$ cat config.mk
export PLATFORM = sky130hd
export DESIGN_NAME = alu_hs
export DESIGN_NICKNAME = d
export VERILOG_FILES = /design/src/rtl/alu_hs.sv
export SDC_FILE = /design/constraint.sdc
export NUM_CORES = 1
export LEC_CHECK = 0
export BUFFER_PORTS_ARGS = -buffer_cell sky130_fd_sc_hd__buf_2
export CORE_MARGIN = 2
export CORE_UTILIZATION = 55
export DETAILED_ROUTE_END_ITERATION = 12
export HOLD_SLACK_MARGIN = 0.05
export MAX_ROUTING_LAYER = met4
export PLACE_DENSITY = 0.75
export RECOVER_POWER = 100
export SYNTH_ARGS = -nofsm -noshare
export SYNTH_HDL_FRONTEND = slang
export SYNTH_SLANG_ARGS = --single-unit
$ cat constraint.sdc
create_clock -name clk -period 7.88 [get_ports clk]
set_input_delay 1.576 -clock clk [delete_from_list [all_inputs] [get_ports clk]]
set_output_delay 1.576 -clock clk [all_outputs]
set_load 0.1 [all_outputs]
$ cat src/rtl/alu_hs.sv
// Handshaked ALU: single-cycle arithmetic/logic/shift ops plus an iterative
// shift-add multiplier, with valid/ready on both the operand and result sides.
module alu_hs #(
   parameter int WIDTH = 8,
   parameter int CNTW  = $clog2(WIDTH) + 1
) (
   input  logic             clk,
   input  logic             rst_n,
   input  logic [WIDTH-1:0] a,
   input  logic [WIDTH-1:0] b,
   input  logic [5:0]       opcode,
   input  logic             in_valid,
   output logic             in_ready,
   output logic [WIDTH-1:0] c,
   output logic [WIDTH-1:0] c_hi,
   output logic [3:0]       flags,
   output logic             illegal,
   output logic             out_valid,
   input  logic             out_ready
);

   localparam int SW = (WIDTH > 1) ? $clog2(WIDTH) : 1;
   localparam int XW = WIDTH + 2;
   localparam logic [XW-1:0] ONE = XW'(1);

   typedef enum logic [1:0] {S_IDLE, S_BUSY, S_DONE} state_e;

   typedef enum logic [5:0] {
      OP_ADD     = 6'b101001,
      OP_SUB     = 6'b000110,
      OP_ZERO    = 6'b000011,
      OP_AND     = 6'b011011,
      OP_OR      = 6'b011110,
      OP_XOR     = 6'b101100,
      OP_ADD1    = 6'b000001,
      OP_SUB1    = 6'b011111,
      OP_ADDSUB1 = 6'b010011,
      OP_ADT     = 6'b111110,
      OP_BDT     = 6'b110100,
      OP_NOTA    = 6'b100000,
      OP_NOTB    = 6'b101010,
      OP_SHL     = 6'b001000,
      OP_SHR     = 6'b001001,
      OP_SAR     = 6'b001010,
      OP_MUL     = 6'b110010
   } op_e;

   state_e             state;
   logic [WIDTH-1:0]   mcand;
   logic [2*WIDTH-1:0] prod;
   logic [CNTW-1:0]    cnt;

   logic               accept;
   logic               is_mul;
   logic [SW-1:0]      shamt;
   logic [31:0]        b_ext;
   logic [WIDTH:0]     shl_t, shr_t, sar_t;
   logic [XW-1:0]      ua, ub, sa, sb, ux, sx;
   logic [WIDTH-1:0]   res;
   logic               res_cy, res_v, legal, arith;
   logic [WIDTH:0]     psum;

   // Refusing operands while reset is held keeps the upstream from losing a transfer.
   assign in_ready = rst_n & ((state == S_IDLE) | ((state == S_DONE) & out_ready));
   assign accept   = in_valid & in_ready;
   assign is_mul   = (opcode == OP_MUL);

   assign b_ext = 32'(b);
   assign shamt = SW'(b_ext % 32'(WIDTH));
   // One guard bit on the side the bits leave from captures the last bit shifted out.
   assign shl_t = {1'b0, a} << shamt;
   assign shr_t = {a, 1'b0} >> shamt;
   assign sar_t = $signed({a, 1'b0}) >>> shamt;

   assign ua = XW'(a);
   assign ub = XW'(b);
   assign sa = {{2{a[WIDTH-1]}}, a};
   assign sb = {{2{b[WIDTH-1]}}, b};

   // NOTE: every output of this block gets a default first so no latch is inferred.
   always_comb begin
      res    = '0;
      res_cy = 1'b0;
      res_v  = 1'b0;
      legal  = 1'b1;
      arith  = 1'b0;
      ux     = '0;
      sx     = '0;
      case (opcode)
         OP_ADD:     begin ux = ua + ub;       sx = sa + sb;       arith = 1'b1; end
         OP_SUB:     begin ux = ua - ub;       sx = sa - sb;       arith = 1'b1; end
         OP_ADD1:    begin ux = ua + ONE;      sx = sa + ONE;      arith = 1'b1; end
         OP_SUB1:    begin ux = ua - ONE;      sx = sa - ONE;      arith = 1'b1; end
         OP_ADDSUB1: begin ux = ua + ub - ONE; sx = sa + sb - ONE; arith = 1'b1; end
         OP_ZERO:    res = '0;
         OP_AND:     res = a & b;
         OP_OR:      res = a | b;
         OP_XOR:     res = a ^ b;
         OP_ADT:     res = a;
         OP_BDT:     res = b;
         OP_NOTA:    res = ~a;
         OP_NOTB:    res = ~b;
         OP_SHL:     begin res = shl_t[WIDTH-1:0]; res_cy = shl_t[WIDTH]; end
         OP_SHR:     begin res = shr_t[WIDTH:1];   res_cy = shr_t[0];     end
         OP_SAR:     begin res = sar_t[WIDTH:1];   res_cy = sar_t[0];     end
         OP_MUL:     res = '0;
         default:    legal = 1'b0;
      endcase
      // Two extra bits hold the exact result: any set top bit means carry/borrow,
      // and the sign-extended sum overflows unless its top three bits agree.
      if (arith) begin
         res    = ux[WIDTH-1:0];
         res_cy = |ux[XW-1:WIDTH];
         res_v  = (|sx[XW-1:WIDTH-1]) & ~(&sx[XW-1:WIDTH-1]);
      end
   end

   assign psum = {1'b0, prod[2*WIDTH-1:WIDTH]} + (prod[0] ? {1'b0, mcand} : '0);

   // NOTE: state is updated with non-blocking assignments only, so every read in
   // this block sees the pre-edge value regardless of statement order.
   always_ff @(posedge clk) begin
      if (!rst_n) begin
         state     <= S_IDLE;
         c         <= '0;
         c_hi      <= '0;
         flags     <= '0;
         illegal   <= 1'b0;
         out_valid <= 1'b0;
         cnt       <= '0;
         mcand     <= '0;
         prod      <= '0;
      end else begin
         case (state)
            S_IDLE, S_DONE: begin
               if (accept) begin
                  if (is_mul) begin
                     mcand     <= a;
                     prod      <= {{WIDTH{1'b0}}, b};
                     cnt       <= CNTW'(WIDTH);
                     out_valid <= 1'b0;
                     state     <= S_BUSY;
                  end else begin
                     // An illegal opcode still produces a result beat, but the
                     // datapath outputs keep whatever they last showed.
                     if (legal) begin
                        c     <= res;
                        c_hi  <= '0;
                        flags <= {res[WIDTH-1], (res == '0), res_cy, res_v};
                     end
                     illegal   <= ~legal;
                     out_valid <= 1'b1;
                     state     <= S_DONE;
                  end
               end else if (state == S_DONE && out_ready) begin
                  out_valid <= 1'b0;
                  state     <= S_IDLE;
               end
            end
            S_BUSY: begin
               if (cnt != '0) begin
                  prod <= {psum, prod[WIDTH-1:1]};
                  cnt  <= cnt - CNTW'(1);
               end else begin
                  c         <= prod[WIDTH-1:0];
                  c_hi      <= prod[2*WIDTH-1:WIDTH];
                  flags     <= {prod[WIDTH-1], (prod[WIDTH-1:0] == '0),
                                (prod[2*WIDTH-1:WIDTH] != '0), 1'b0};
                  illegal   <= 1'b0;
                  out_valid <= 1'b1;
                  state     <= S_DONE;
               end
            end
            default: state <= S_IDLE;
         endcase
      end
   end

endmodule

==> flow_summary.ini <==
[timing]
slew_headroom = -0.03356
tns_ns = 0
final_hold_viol_count = 0
setup_viol = 0
achievable-frequency_mhz = 169.6
period_needed_ns = 5.898
fin_crit_sh = 0.7485
rsz0062_at_grt = false
drv_slew = 38
tightestPinTransition_ns = 1.550
clock_skew_ns = 0.01616

[layout]
layout.nets = 827
area_growth_pct = 3.587
layout-drive-gt1-share = 0.07753
n_antenna_cell = 0

[route]
vias = 5883
first_iter_violations = 491
ant_nets = 0
finalWirelength_um = 18270
drt_first_pass_iters = 6
viasPerCell = 6.581
post_drt_wl_per_cell_um = 20.44
route.detailed.drc = 0

[outcome]
violations = capacitance limit, slew limit
status = finished with violations

[power]
p_leak_nw = 2.185
p_per_area_nw_per_um2 = 114.0
ir_drop_uv = 80.58
total_power_w = 0.0006547

[floorplanning]
coreArea_um2 = 9774
start_util = 0.5675
pin_count = 49
die_x_um = 104.4
rows = 36
die_area_um2 = 10900
dieHeight_um = 104.4

[synth]
synth_ff_type = dfxtp_1
synthAdderAreaFrac = 0.09655
yosys.cell_count.top_type = nand2_1
synth_xor_area_frac = 0.03271
synth_top_area_frac = 0.1841
synthArstFlopShare = 0
synth_fp_nets = 826
ys_seq_area_frac = 0.1841
postSynthCellCount = 759
synthMuxAreaShare = 0.05797
synth_cell_types = 83
avgSynthCellArea_um2 = 7.308
synth.largest_area_cell = dfxtp_1
synth_top_family_by_area = simple AND/OR/NAND/NOR gates
ys_top_cells_by_count = 87 x nand2_1, 77 x a21oi_1, 76 x nor2_1
synth_edf_count = 0
synth_compound_area_frac = 0.2723
synth-seq-cells = 51
yosys_warnings = 0
synth_area_um2 = 5547
synth-simple-area-share = 0.2795
synthTopCellsByArea = dfxtp_1 18%, ha_1 8.6%, a21oi_1 6.9%, nand2_1 5.9%, nor2_1 5.1%

[clock_tree]
numCtsBuffers = 5
holdBufCountCts = 0
cts.sinks = 51
cts_tree = done
cts_resized = 0
clk_path_buf_depth = 2
path_clk_slew_ns = 0.08
cts-root-buf = clkbuf_8
post_cts_buffers = 0
cts_max_level = 2
clk_latency_ns = 0.31

[job]
cap_viol_max_count = 1

[place]
gp_congestion = 1.043
post-dp-hpwl_um = 13540
portBuffers = 48

[worst_setup_path]
critPathLaunchType = primary input
crit_type = primary input to output port
required_ns = 6.30
r2r.worst_path.cells = 6
critical_path_arrival_ns = 4.32
path_max_fanout = 42
setup.worst_path.end_class = output port

[min_path]
whs_path_depth = 2
min_path_type = register to register

[grt]
gr-total-overflow = 0
grt_pass1_vias = 5403
grt_max_degree = 43
grt_first_pass_wirelength_um = 29120
antenna_found_initial = 0
grt_util_all_layers = 0.3405
[layer usage]
layer | vias to the layer above | share of wire | track usage
met4 | 0 | 0.028 | 0.08301
met3 | 35 | 0.098 | 0.07080
met1 | 2767 | 0.44 | 0.4685
met5 | - | 0 | -
li1 | 2781 | - | -
met2 | 300 | 0.44 | 0.5112
[through the flow]
| stage | cell area [µm²] | setup WS [ns] | instances | util | hold WS, ns |
|---|---|---|---|---|---|
| 2_1_floorplan | 5547 | 2.514 | 759 | - | 0.4317 |
| 3_3_place_gp | 5694 | 3.091 | 886 | 0.5826 | 0.4383 |
| 3_5_place_dp | 5694 | 3.013 | 886 | 0.5826 | 0.4428 |
| 4_1_cts | 5789 | 3.168 | 894 | 0.5923 | 0.4593 |
| 5_1_grt | 5746 | 1.795 | 894 | 0.5878 | 0.4790 |
| 6_report | 5746 | 1.982 | 894 | 0.5878 | 0.4609 |
[worst paths after layout]
check                                              to  slack (ns)                  start
worst max register to register  flags[1]$_SDFFE_PN0P_        4.74  state[1]$_SDFFE_PN0P_
worst min-delay path            mcand[7]$_SDFFE_PN0P_        0.46  mcand[7]$_SDFFE_PN0P_
worst max-delay path                         in_ready        1.98                  rst_n
worst min register to register  mcand[7]$_SDFFE_PN0P_        0.46  mcand[7]$_SDFFE_PN0P_
[sequential cells by signal, summed over array words and instances (netlist names), 2 cells and up]
name / flops
state: 2
cnt: 4
mcand: 8
c: 8
prod: 16
c_hi: 8
flags: 3
[cells by family (layout without fill, tap and decap cells)]
kind of cell | after synthesis | after routing
AO/OA/AOI/OAI | 228 | 228
buffers and inverters | 95 | 97
AND/OR/NAND/NOR | 307 | 307
XOR/XNOR | 19 | 19
adder cells (fa/ha/maj) | 41 | 41
multiplexers | 18 | 18
flip-flops | 51 | 51
[cell usage in the layout (no fill, tap or decap), drive strengths merged, types with 11 or more instances in the layout]
cell type | netlist | layout
inv | 39 | 39
o21ai | 45 | 45
nand2 | 89 | 89
buf | 26 | 25
dfxtp | 51 | 51
nand3 | 31 | 31
and2 | 16 | 16
ha | 38 | 38
nand4 | 11 | 11
a21oi | 77 | 77
a211oi | 11 | 11
clkbuf | 30 | 32
mux4 | 11 | 11
nor3 | 15 | 15
nor2 | 77 | 77
xnor2 | 12 | 12
[where the power goes]
part	leakage (nW)	internal, W	switching (W)
Combinational	1.73	0.0000731	0.000158
Clock	0.0484	0.0000722	0.0000893
Sequential	0.412	0.000261	0.00000179
Total	2.19	0.000406	0.000249
[cell type report]
type                       instances  area [µm²]
clock buffer                       7       86.33
clock inverter                     1       8.758
multi-input combinational        613        4095
timing repair buffer              50       221.5
fill                             976        4029
inverter                          39       146.4
tap                              133       166.4
sequential                        51        1021
[critical path: stages]
cell	delay, ns
clkbuf_1	0.46
inv_1	0.72
nor3_1	0.60
clkbuf_1	0.93
Note: power is estimated with default switching activity, not from simulation.
